===== src/rtl/alu_bist.sv =====
// ALU built-in self-test: LFSR-driven vectors over seven opcodes, results folded into a 32-bit MISR.
// Optional golden-signature comparator enabled by defining ALU_BIST_CHECK_EN.
module alu_bist #(
  parameter int unsigned NUM_VECTORS = 64,
  parameter logic [31:0] SEED        = 32'hACE1_2345,
  parameter logic [31:0] GOLDEN_SIG  = 32'h0000_0000
) (
  input  logic        clk,
  input  logic        rst_n,
  input  logic        start,
  output logic        busy,
  output logic        done,
  output logic [31:0] alu_a,
  output logic [31:0] alu_b,
  output logic [2:0]  alu_ctrl,
  input  logic [31:0] alu_result,
  input  logic        alu_zero,
  input  logic        alu_sign,
  output logic [31:0] signature,
  output logic        pass
);

  localparam int unsigned CW   = $clog2(NUM_VECTORS + 1);
  localparam logic [31:0] POLY = 32'h0040_0007;

  typedef enum logic [1:0] {S_IDLE, S_RUN, S_DONE} state_e;

  state_e        state_q;
  logic [31:0]   lfsr_q, lfsr_d;
  logic [31:0]   sig_q, sig_d;
  logic [2:0]    op_idx_q;
  logic [CW-1:0] cnt_q;
  logic [2:0]    op;
  logic          is_shift;
  logic          last_vec;
  logic          last_op;
  logic          running;

  always_comb begin
    running  = (state_q == S_RUN);
    // opcode 011 is skipped: indices 3..6 map to 100..111
    op       = (op_idx_q < 3'd3) ? op_idx_q : op_idx_q + 3'd1;
    is_shift = (op == 3'b001) || (op == 3'b101);
    last_vec = (cnt_q == CW'(NUM_VECTORS - 1));
    last_op  = (op_idx_q == 3'd6);
    lfsr_d   = {lfsr_q[30:0], 1'b0} ^ (lfsr_q[31] ? POLY : '0);
    sig_d    = ({sig_q[30:0], 1'b0} ^ (sig_q[31] ? POLY : '0))
               ^ alu_result ^ {30'b0, alu_sign, alu_zero};
  end

  always_comb begin
    alu_a    = '0;
    alu_b    = '0;
    alu_ctrl = '0;
    if (running) begin
      alu_a    = lfsr_q;
      alu_b    = is_shift ? {27'b0, lfsr_q[4:0]} : {lfsr_q[15:0], lfsr_q[31:16]};
      alu_ctrl = op;
    end
  end

`ifdef ALU_BIST_CHECK_EN
  logic pass_q;
  assign pass = pass_q;
`else
  assign pass = 1'b0;
`endif

  assign busy      = running;
  assign done      = (state_q == S_DONE);
  assign signature = sig_q;

  always_ff @(posedge clk or negedge rst_n) begin
    if (!rst_n) begin
      state_q  <= S_IDLE;
      lfsr_q   <= SEED;
      sig_q    <= '0;
      op_idx_q <= '0;
      cnt_q    <= '0;
`ifdef ALU_BIST_CHECK_EN
      pass_q   <= 1'b0;
`endif
    end else begin
      case (state_q)
        S_IDLE, S_DONE: begin
          if (start) begin
            state_q  <= S_RUN;
            lfsr_q   <= SEED;
            sig_q    <= '0;
            op_idx_q <= '0;
            cnt_q    <= '0;
`ifdef ALU_BIST_CHECK_EN
            pass_q   <= 1'b0;
`endif
          end
        end
        S_RUN: begin
          lfsr_q <= lfsr_d;
          sig_q  <= sig_d;
          if (last_vec) begin
            cnt_q <= '0;
            if (last_op) begin
              state_q <= S_DONE;
`ifdef ALU_BIST_CHECK_EN
              pass_q  <= (sig_d == GOLDEN_SIG);
`endif
            end else begin
              op_idx_q <= op_idx_q + 3'd1;
            end
          end else begin
            cnt_q <= cnt_q + CW'(1);
          end
        end
        default: state_q <= S_IDLE;
      endcase
    end
  end

endmodule


===== config.mk =====
export PLATFORM = sky130hd
export DESIGN_NAME = alu_bist
export DESIGN_NICKNAME = d
export VERILOG_FILES = /design/src/rtl/alu_bist.sv
export SDC_FILE = /design/constraint.sdc
export NUM_CORES = 1
export LEC_CHECK = 0
export CORE_MARGIN = 1.5
export CORE_UTILIZATION = 40
export DETAILED_ROUTE_END_ITERATION = 7
export GPL_ROUTABILITY_DRIVEN = 0
export PLACE_DENSITY = 0.87
export SLEW_MARGIN = 20
export SYNTH_ARGS = -nofsm -noshare
export SYNTH_HDL_FRONTEND = slang
export SYNTH_SLANG_ARGS = --single-unit

===== constraint.sdc =====
create_clock -name clk -period 1.74 [get_ports clk]
set_clock_uncertainty 0.15 [all_clocks]
set_input_delay 0.435 -clock clk [delete_from_list [all_inputs] [get_ports clk]]
set_output_delay 0.435 -clock clk [all_outputs]
set_load 0.02 [all_outputs]

-- Yosys cells after proc, flatten, opt, wreduce, memory -nomap -nowiden
Cells that the tools add are included.
Widths: inputs -> output; s select.
- register bits after elaboration: 76
- input bits: 37
- output and inout bits: 102
- logic and storage cells: 51
- add/subtract/negate cells: 2
- magnitude comparators: 1
- eq/ne operators: 10
- mux-type cells: 22
- bitwise logic cells: 4
- reductions and logical operators: 7
- operators by type and width (kind ; number):
    $mux 32 ; 5
    $pmux 32 s2 ; 2
    $xor 32x23->32 ; 2
    $mux 23 ; 2
    $xor 32x2->32 ; 1
    $xor 32x32->32 ; 1
    $mux 3 ; 5
    $mux 7 ; 2
    $pmux 7 s2 ; 1
    $add 7x1->7 const B ; 1
    $eq 7x6->1 const B ; 1
    $eq 3x3->1 const B ; 2
    $mux 2 ; 3
    $pmux 3 s2 ; 1
    $ne 2x1->1 const B ; 2
    $ne 2x2->1 const B ; 2
    $pmux 2 s2 ; 1
    $reduce_and 4->1 ; 1
    $add 3x1->3 const B ; 1
    $eq 3x1->1 const B ; 1
    $lt 3x2->1 const B ; 1
    $reduce_and 3->1 ; 1
    $eq 2x1->1 const B ; 1
    $eq 2x2->1 const B ; 1
    other kinds (5) ; 5

-- Longest topological paths before layout
Gate-level depths: netlist of the first run.
- depth after elaboration: 6
- mapped depth: 7
- gate-level depth less buffers: 6

-- Worst setup path after synthesis of the first run
OpenSTA, ideal clock, no wires.
- path type: register to output
- from: reg op_idx_q[0]
- to: out alu_b[26]
- data arrival time: 1.571 ns
- required time: 1.155 ns
- path slack: -0.416 ns
- stages on the path, launching flop included: 7
- buffers on the path: 2
- cell sequence: dfrtp_1 -> inv_1 -> ha_1 -> o2bb2ai_1 -> buf_4 -> buf_4 -> nor2b_1
- cells in the longest elaborated chain, start to end: 6
- elaborated cells between the ends (all ways): 8
- those cells by class: add/sub: 1; order compare: 1; eq/ne: 2; mux: 3; reduce/logical: 1
- RTL lines (element ; line ; source):
    from (decl) ; 31 ; logic [2:0] op_idx_q;
    from (signal assigned) ; 108 ; op_idx_q <= op_idx_q + 3'd1;
    $add 3x1->3 / $lt 3x2->1 (equally long branches) ; 42 ; op = (op_idx_q < 3'd3) ? op_idx_q : op_idx_q + 3'd1;
    $mux 3 * ; 42 ;
    $eq 3x1->1 / $eq 3x3->1 (equally long branches) ; 43 ; is_shift = (op == 3'b001) || (op == 3'b101);
    $logic_or 1x1->1 * ; 43 ;
    $mux 32 * ; 57 ; alu_b = is_shift ? {27'b0, lfsr_q[4:0]} : {lfsr_q[15:0], lfsr_q[31:16]};
    $mux 32 * ; 55 ; if (running) begin
    to (decl) ; 14 ; output logic [31:0] alu_b,
Every way passes the cells marked *; elsewhere a longest branch is shown, timed or not.

-- Worst setup path in the final report of the first run
- from: reg op_idx_q[0]
- to: out alu_b[4]
Same word-level chain as after synthesis.

==> results of run 1 <==
[logic make-up after synthesis]
logic type      after synthesis  share of synthesized area (%)
mux                           7                           1.86
buf+inv                      34                           4.34
flops                        76                           50.9
other cells                   1                         0.0994
simple gates                143                           18.7
fa+ha+maj                     3                          0.995
compound gates               80                           13.4
xor+xnor                     42                           9.75
[worst max-delay path: stages (launching register included)]
cell,delay (ns)
dfrtp_2,0.44
inv_2,0.07
ha_4,0.29
o2bb2ai_4,0.17
buf_12,0.17
mux2i_2,0.24
nor2_2,0.06
buf_6,0.13
[final cells by class]
type / instances / share of cell area, %
repair buffers: 246 / 34.9
multi-input cells: 276 / 33.1
clock inverters: 5 / 0.714
well taps: 111 / 1.89
repair inverters: 3 / 0.561
flip-flops and latches: 76 / 26.1
inverters: 10 / 0.782
clock buffers: 11 / 1.92
[repair_timing]
action,4_1_cts,5_1_grt
endpoints found under the setup margin,155,131
gates resized for setup,515,217
hold buffers,1,0
pin swaps,19,53
setup buffers,24,27
cloned,7,4
hold endpoints to repair,23,0
[per-layer routing]
layer | GRT usage (%) | vias to the layer above | wire length (um)
li1 | - | 1751 | -
met1 | 28.9 | 1960 | 5380
met2 | 44.6 | 192 | 7830
met3 | 5.71 | 42 | 823
met4 | 9.10 | 0 | 463
met5 | 0 | - | 0
[stage by stage]
step           setup WS, ns  cells  area, um2  setup TNS, ns
2_1_floorplan        -0.206    386       3990          -5.00
3_3_place_gp         -0.709    667       5860         -56.14
3_5_place_dp         -0.777    667       5860         -63.49
4_1_cts              -0.701    715       6550         -34.64
5_1_grt              -0.830    738       7360         -57.71
6_report             -0.783    738       7360         -50.90
[path summary, 6_finish.rpt]
check | start | endpoint | slack [ns] | depth (start not counted)
max | op_idx_q[0] | alu_b[4] | -0.78 | 7
min | cnt_q[5] | cnt_q[5] | 0.37 | 1
max reg2reg | state_q[0] | signature[22] | -0.28 | 11
min reg2reg | cnt_q[5] | cnt_q[5] | 0.37 | 1
max in group asynchronous | rst_n | lfsr_q[6] | 0.40 | 3
min in group asynchronous | rst_n | lfsr_q[14] | 0.41 | 2
[power by group]
part / leakage [nW] / internal [mW] / switching (mW)
clock network: 0.0991 / 0.696 / 0.689
logic: 2.42 / 4.46 / 4.01
registers: 0.882 / 2.73 / 1.07
[cells in the mapped netlist (3+ instances only)]
cell       n  area [um2]
xnor2_1   38         333
o22a_1    11        96.3
nor4_1     3        18.8
and2_1    39         244
mux2i_1    7        70.1
ha_1       3        37.5
a21o_1    12        90.1
buf_4      4        30.0
nor2_1    18        67.6
xor2_1     4        35.0
clkbuf_1   8        30.0
inv_1      9        33.8
buf_2     10        50.1
a21oi_1    4        20.0
dfstp_2   14         368
nand2_1   59         221
dfrtp_1   62        1550
nand2b_1   3        18.8
o21ai_0   38         190
nor2b_1   11        68.8
o21ai_1    5        25.0
[state kept, by name, summed over array words and instances, names as in the netlist]
name	cells
lfsr_q	32
signature	32
cnt_q	7
op_idx_q	3
state_q	2
==> results.md, run 1 <==
* Most common cell after layout, fill and taps aside: buf_6
* Post-synthesis sequential area ratio at 50.9%
* Startpoint types: register
* Dpl hpwl at 7590 um
* Pre-Repair DR Iteration Count at 4
* Ys async rst share at 100%
* CTS Buf Count at 9
* Power Density at 1860 mW/mm2
* GRT Overall Usage at 24.8%
* Max Fclk at 0.396 GHz
* Final hold vios at 0
* EDFF count, synth at 0
* Site Rows at 35
* First-pass GRT wire length at 19,300 um
* Final Setup Violations at around 130
* Max-slew violations at 0
* Number of global-route vias before repair at ~3.9k
* Die Wd at roughly 100 um
* Starting Density at roughly two fifths
* Leak pwr at 3.40 nW
* Via count at around 3.9k
* Synthesized area at around 0.0038 mm2
* Filler cells at 523
* Failing checks: setup timing
* Initial antenna violation count at 0
* Tot Pwr at between 10 and 15 mW
* RSZ-0062 raised after global routing: yes
* Vias per cell at 5.35
* Die Area at 0.0100 mm2
* CTS H-tree depth at 3
* Post-DR wirelength/cell at 19.6 um
* CP arrival at 1.94 ns
* Syn Inst Count at 386
* Fin nets at 662
* Antenna Nets Post-Route at 0
* GRT Residual Overflow at 0
* Max IR drop VDD at slightly below 0.001 V
* Yosys reg bits at 76
* Clock Sinks at 76
* Synth-to-layout area growth at 95.2%
* Mapped Avg Cell Area at 9.77 um2
* Critical path required time at 1.15 ns
* Ys Warns at 0
* Final Cycle Share at 145%
* Min Hold Slack at 0.372 ns
* Hold Path Class: register to register
* Routed Wire Length at 14,500 um
* Max Cap Viol at 0
* Largest net degree at the start of global routing at 37
* Diode count at 0
* Port Buf Inserts at 137
* Status: complete, but fails checks
* Multi-input gate area at about 0.0024 mm2
* CTS tree: built
* Critical Path Fanout Max at 5
* Worst-path clk slew at 0.09 ns
* CORE AREA at 0.00920 mm2
* Mapped Nets at 426
* Register Area at 0.00192 mm2
* Core Util, Final at 80.1%
* Post-route DRC violation count at 0
* Clock buffer depth at 2
* Min Tclk post-route at 2.52 ns
* Clk_lat worst skew at about 0.36 ns
* Ports at 139
* Count of different cell masters after synthesis at 40
* Layout cells sized above 1 at a little over 60%
* Root buf cell: clkbuf_8
* Die H at about 100 um
* Commonest non-fill, non-tap cells in the layout: buf_6, dfrtp_1, buf_4
* Top_reg_cell synth: dfrtp_1
* PnR worst setup slack at -0.783 ns
* Setup CP Type: register to output pin
* Initial DRC count at 214
* Crit end category: output pin
Note: power is estimated with default switching activity, not from simulation.
==> run 2, diff against run 1 <==
--- a/config.mk
+++ b/config.mk
@@ -6,10 +6,11 @@
 export NUM_CORES = 1
 export LEC_CHECK = 0
 export CORE_MARGIN = 1.5
-export CORE_UTILIZATION = 40
+export CORE_UTILIZATION = 55
 export DETAILED_ROUTE_END_ITERATION = 7
+export DONT_BUFFER_PORTS = 1
 export GPL_ROUTABILITY_DRIVEN = 0
-export PLACE_DENSITY = 0.87
+export PLACE_DENSITY = 0.84
 export SLEW_MARGIN = 20
 export SYNTH_ARGS = -nofsm -noshare
 export SYNTH_HDL_FRONTEND = slang
==> results.md, run 2 (synthesis gave the netlist of run 1 again) <==
* Clk_lat worst skew at 0.35 ns (about the same)
* Max Fclk at 0.415 GHz (+4.8%)
* Starting Density at 56.1% (+15 points)
* Core Util, Final at 84.9% (+4.8 points)
* Synth-to-layout area growth at 51.2%
* Routed Wire Length at 12,000 um (-18%)
* Post-DR wirelength/cell at 22.0 um (+12%)
* Switching portion of total power at 44.8% (+2.6 points)
* Diode count at 0 (unchanged)
* Ports at 139 (unchanged)
* Critical path required time at 1.15 ns (about the same)
* Critical Path Fanout Max at 4 (-1)
* Root buf cell: clkbuf_8
* Startpoint types: register
* Min Tclk post-route at 2.41 ns (-0.115 ns)
* Max Cap Viol at 0 (unchanged)
* Crit end category: output pin
* Clock buffer depth at 2 (unchanged)
* Pre-Repair DR Iteration Count at 4 (unchanged)
* Max-slew violations at 0 (unchanged)
* Power Density at 1990 mW/mm2 (+7.5%)
* CORE AREA at 0.00672 mm2 (-27%)
* Initial antenna violation count at 0 (unchanged)
* Tot Pwr at 11.4 mW (-17%)
* Status: complete, but fails checks
* Final Setup Violations at 119 (-6.3%)
* Antenna Nets Post-Route at 0 (unchanged)
* Via count at 3,242 (-18%)
* Worst-path clk slew at 0.09 ns (about the same)
* Min Hold Slack at -0.383 ns (-0.756 ns)
* Commonest non-fill, non-tap cells in the layout: dfrtp_1, buf_6, xnor2_1
* CTS Buf Count at 9 (unchanged)
* Site Rows at 30 (-14%)
* Die H at 85.8 um (-14%)
* Final hold vios at 76 (+76)
* Dpl hpwl at 6300 um (-17%)
* CP arrival at 1.82 ns (-0.12 ns)
* Die Area at 0.00737 mm2 (-27%)
* CTS H-tree depth at 3 (unchanged)
* Largest net degree at the start of global routing at 77 (+110%)
* First-pass GRT wire length at 15,700 um (-19%)
* Final Cycle Share at 138% (-6.6 points)
* Most common cell after layout, fill and taps aside: dfrtp_1
* Worst r2r src: state_q[1]
* FF-to-FF path depth at 6 (-5)
* GRT Residual Overflow at 0 (unchanged)
* Post-route DRC violation count at 0 (unchanged)
* Reg2Reg Capture Point: cnt_q[5]
* Worst Setup SP: op_idx_q[0]
* Die Wd at 85.8 um (-14%)
* Hold Path Class: input pin to async pin
* Vias per cell at 5.96 (+11%)
* Failing checks: hold timing, setup timing
* Fin nets at 499 (-25%)
* Leak pwr at 2.41 nW (-29%)
* GRT Overall Usage at 27.3% (+2.5 points)
* Setup CP Type: register to output pin
* Comb power frac at 46.5% (-15 points)
* Seq pwr share at 38.6% (+11 points)
* Internal at 6.28 mW (-20%)
* Clock Power Share at 14.9% (+4.8 points)
* Number of global-route vias before repair at 3,153 (-19%)
* R2R Setup Slk at -0.16 ns (+0.12 ns)
* CTS tree: built
* Sw power at 5.10 mW (-12%)
* Port Buf Inserts at 0 (-100%)
* PnR worst setup slack at -0.668 ns (+0.115 ns)
* Clock Sinks at 76 (unchanged)
* Layout cells sized above 1 at 54.3% (-6.9 points)
* Max IR drop VDD at 0.00133 V (+35%)
* RSZ-0062 raised after global routing: yes
* Initial DRC count at 196 (-8.4%)
-- run 2: changes by cell type in the layout (fill, tap and decap cells not counted), moves of 5 or more --
cell             change
buf_6               -55
clkdlybuf4s50_1     -35
buf_4               -32
nand2_4             -18
dlygate4sd2_1       -15
nand2_1             +14
o21ai_1             +10
o21ai_2             -10
clkbuf_2             -9
clkdlybuf4s15_1      -8
nor2b_4              -6
and2_2               +5
and2_4               -5
-- run 2: final cells by class --
type | count | area (um2)
Clock buffer | 11 | 141
Clock inverter | 5 | 106
Fill cell | 336 | 1010
Inverter | 10 | 82.6
Multi-Input combinational cell | 276 | 2310
Sequential cell | 76 | 1920
Tap cell | 80 | 100
Timing Repair Buffer | 85 | 1030
Timing Repair inverter | 1 | 8.76
-- run 2: what timing repair did --
action	in CTS	in global routing
endpoints found under the setup margin	70	126
gates resized for setup	107	127
buffers inserted	13	17
hold endpoints to repair	76	76
pin swaps	19	27
cloned	1	8
-- run 2: per-layer routing --
layer | up-vias | GRT usage (%) | part of all wire (%)
met5 | - | 0 | 0
met4 | 0 | 8.50 | 2.2
met3 | 23 | 7.41 | 7.5
met2 | 173 | 48.4 | 54
met1 | 1620 | 32.2 | 36
li1 | 1426 | - | -
-- run 2: worst max path at each step --
stage	to	slack [ns]	cells after the start
2_1_floorplan	alu_b[1]	-0.21	6
3_3_place_gp	alu_b[4]	-0.18	6
3_5_place_dp	alu_b[3]	-0.25	6
4_1_cts	alu_b[2]	-0.57	5
5_1_grt	alu_b[2]	-0.72	5
6_report	alu_b[2]	-0.67	6
-- run 2: per-stage QoR --
step	area (um2)	hold slack [ns]	worst slack (ns)	setup TNS (ns)	instances
5_1_grt	5710	-0.404	-0.720	-37.88	544
3_3_place_gp	4390	-0.00685	-0.184	-4.29	495
6_report	5710	-0.383	-0.668	-31.56	544
3_5_place_dp	4390	-0.00778	-0.249	-5.74	495
4_1_cts	5070	-0.385	-0.565	-25.75	523
2_1_floorplan	3990	-0.0106	-0.206	-5.00	386
-- run 2: power by group through the flow --
stage               Clock (mW)  Sequential (mW)  Combinational, mW
global placement             0             4.06               3.86
finish                    1.70             4.40               5.29
floorplan                    0             3.81               3.29
CTS                       1.69             4.20               4.61
detailed placement           0             4.11               4.01
global route              1.78             4.50               5.59
-- run 2: worst max-delay path: stages (launching register included) --
cell	delay, ns
dfrtp_1	0.42
inv_2	0.06
ha_4	0.29
o2bb2ai_4	0.17
buf_6	0.18
mux2i_4	0.26
nor2_4	0.08
==> run 3, diff against run 2 <==
--- a/config.mk
+++ b/config.mk
@@ -9,7 +9,6 @@
 export CORE_UTILIZATION = 55
 export DETAILED_ROUTE_END_ITERATION = 7
 export DONT_BUFFER_PORTS = 1
-export GPL_ROUTABILITY_DRIVEN = 0
 export PLACE_DENSITY = 0.84
 export SLEW_MARGIN = 20
 export SYNTH_ARGS = -nofsm -noshare
==> results of run 3 <==
Final layout, timing and power as in run 2 (identical DEF).
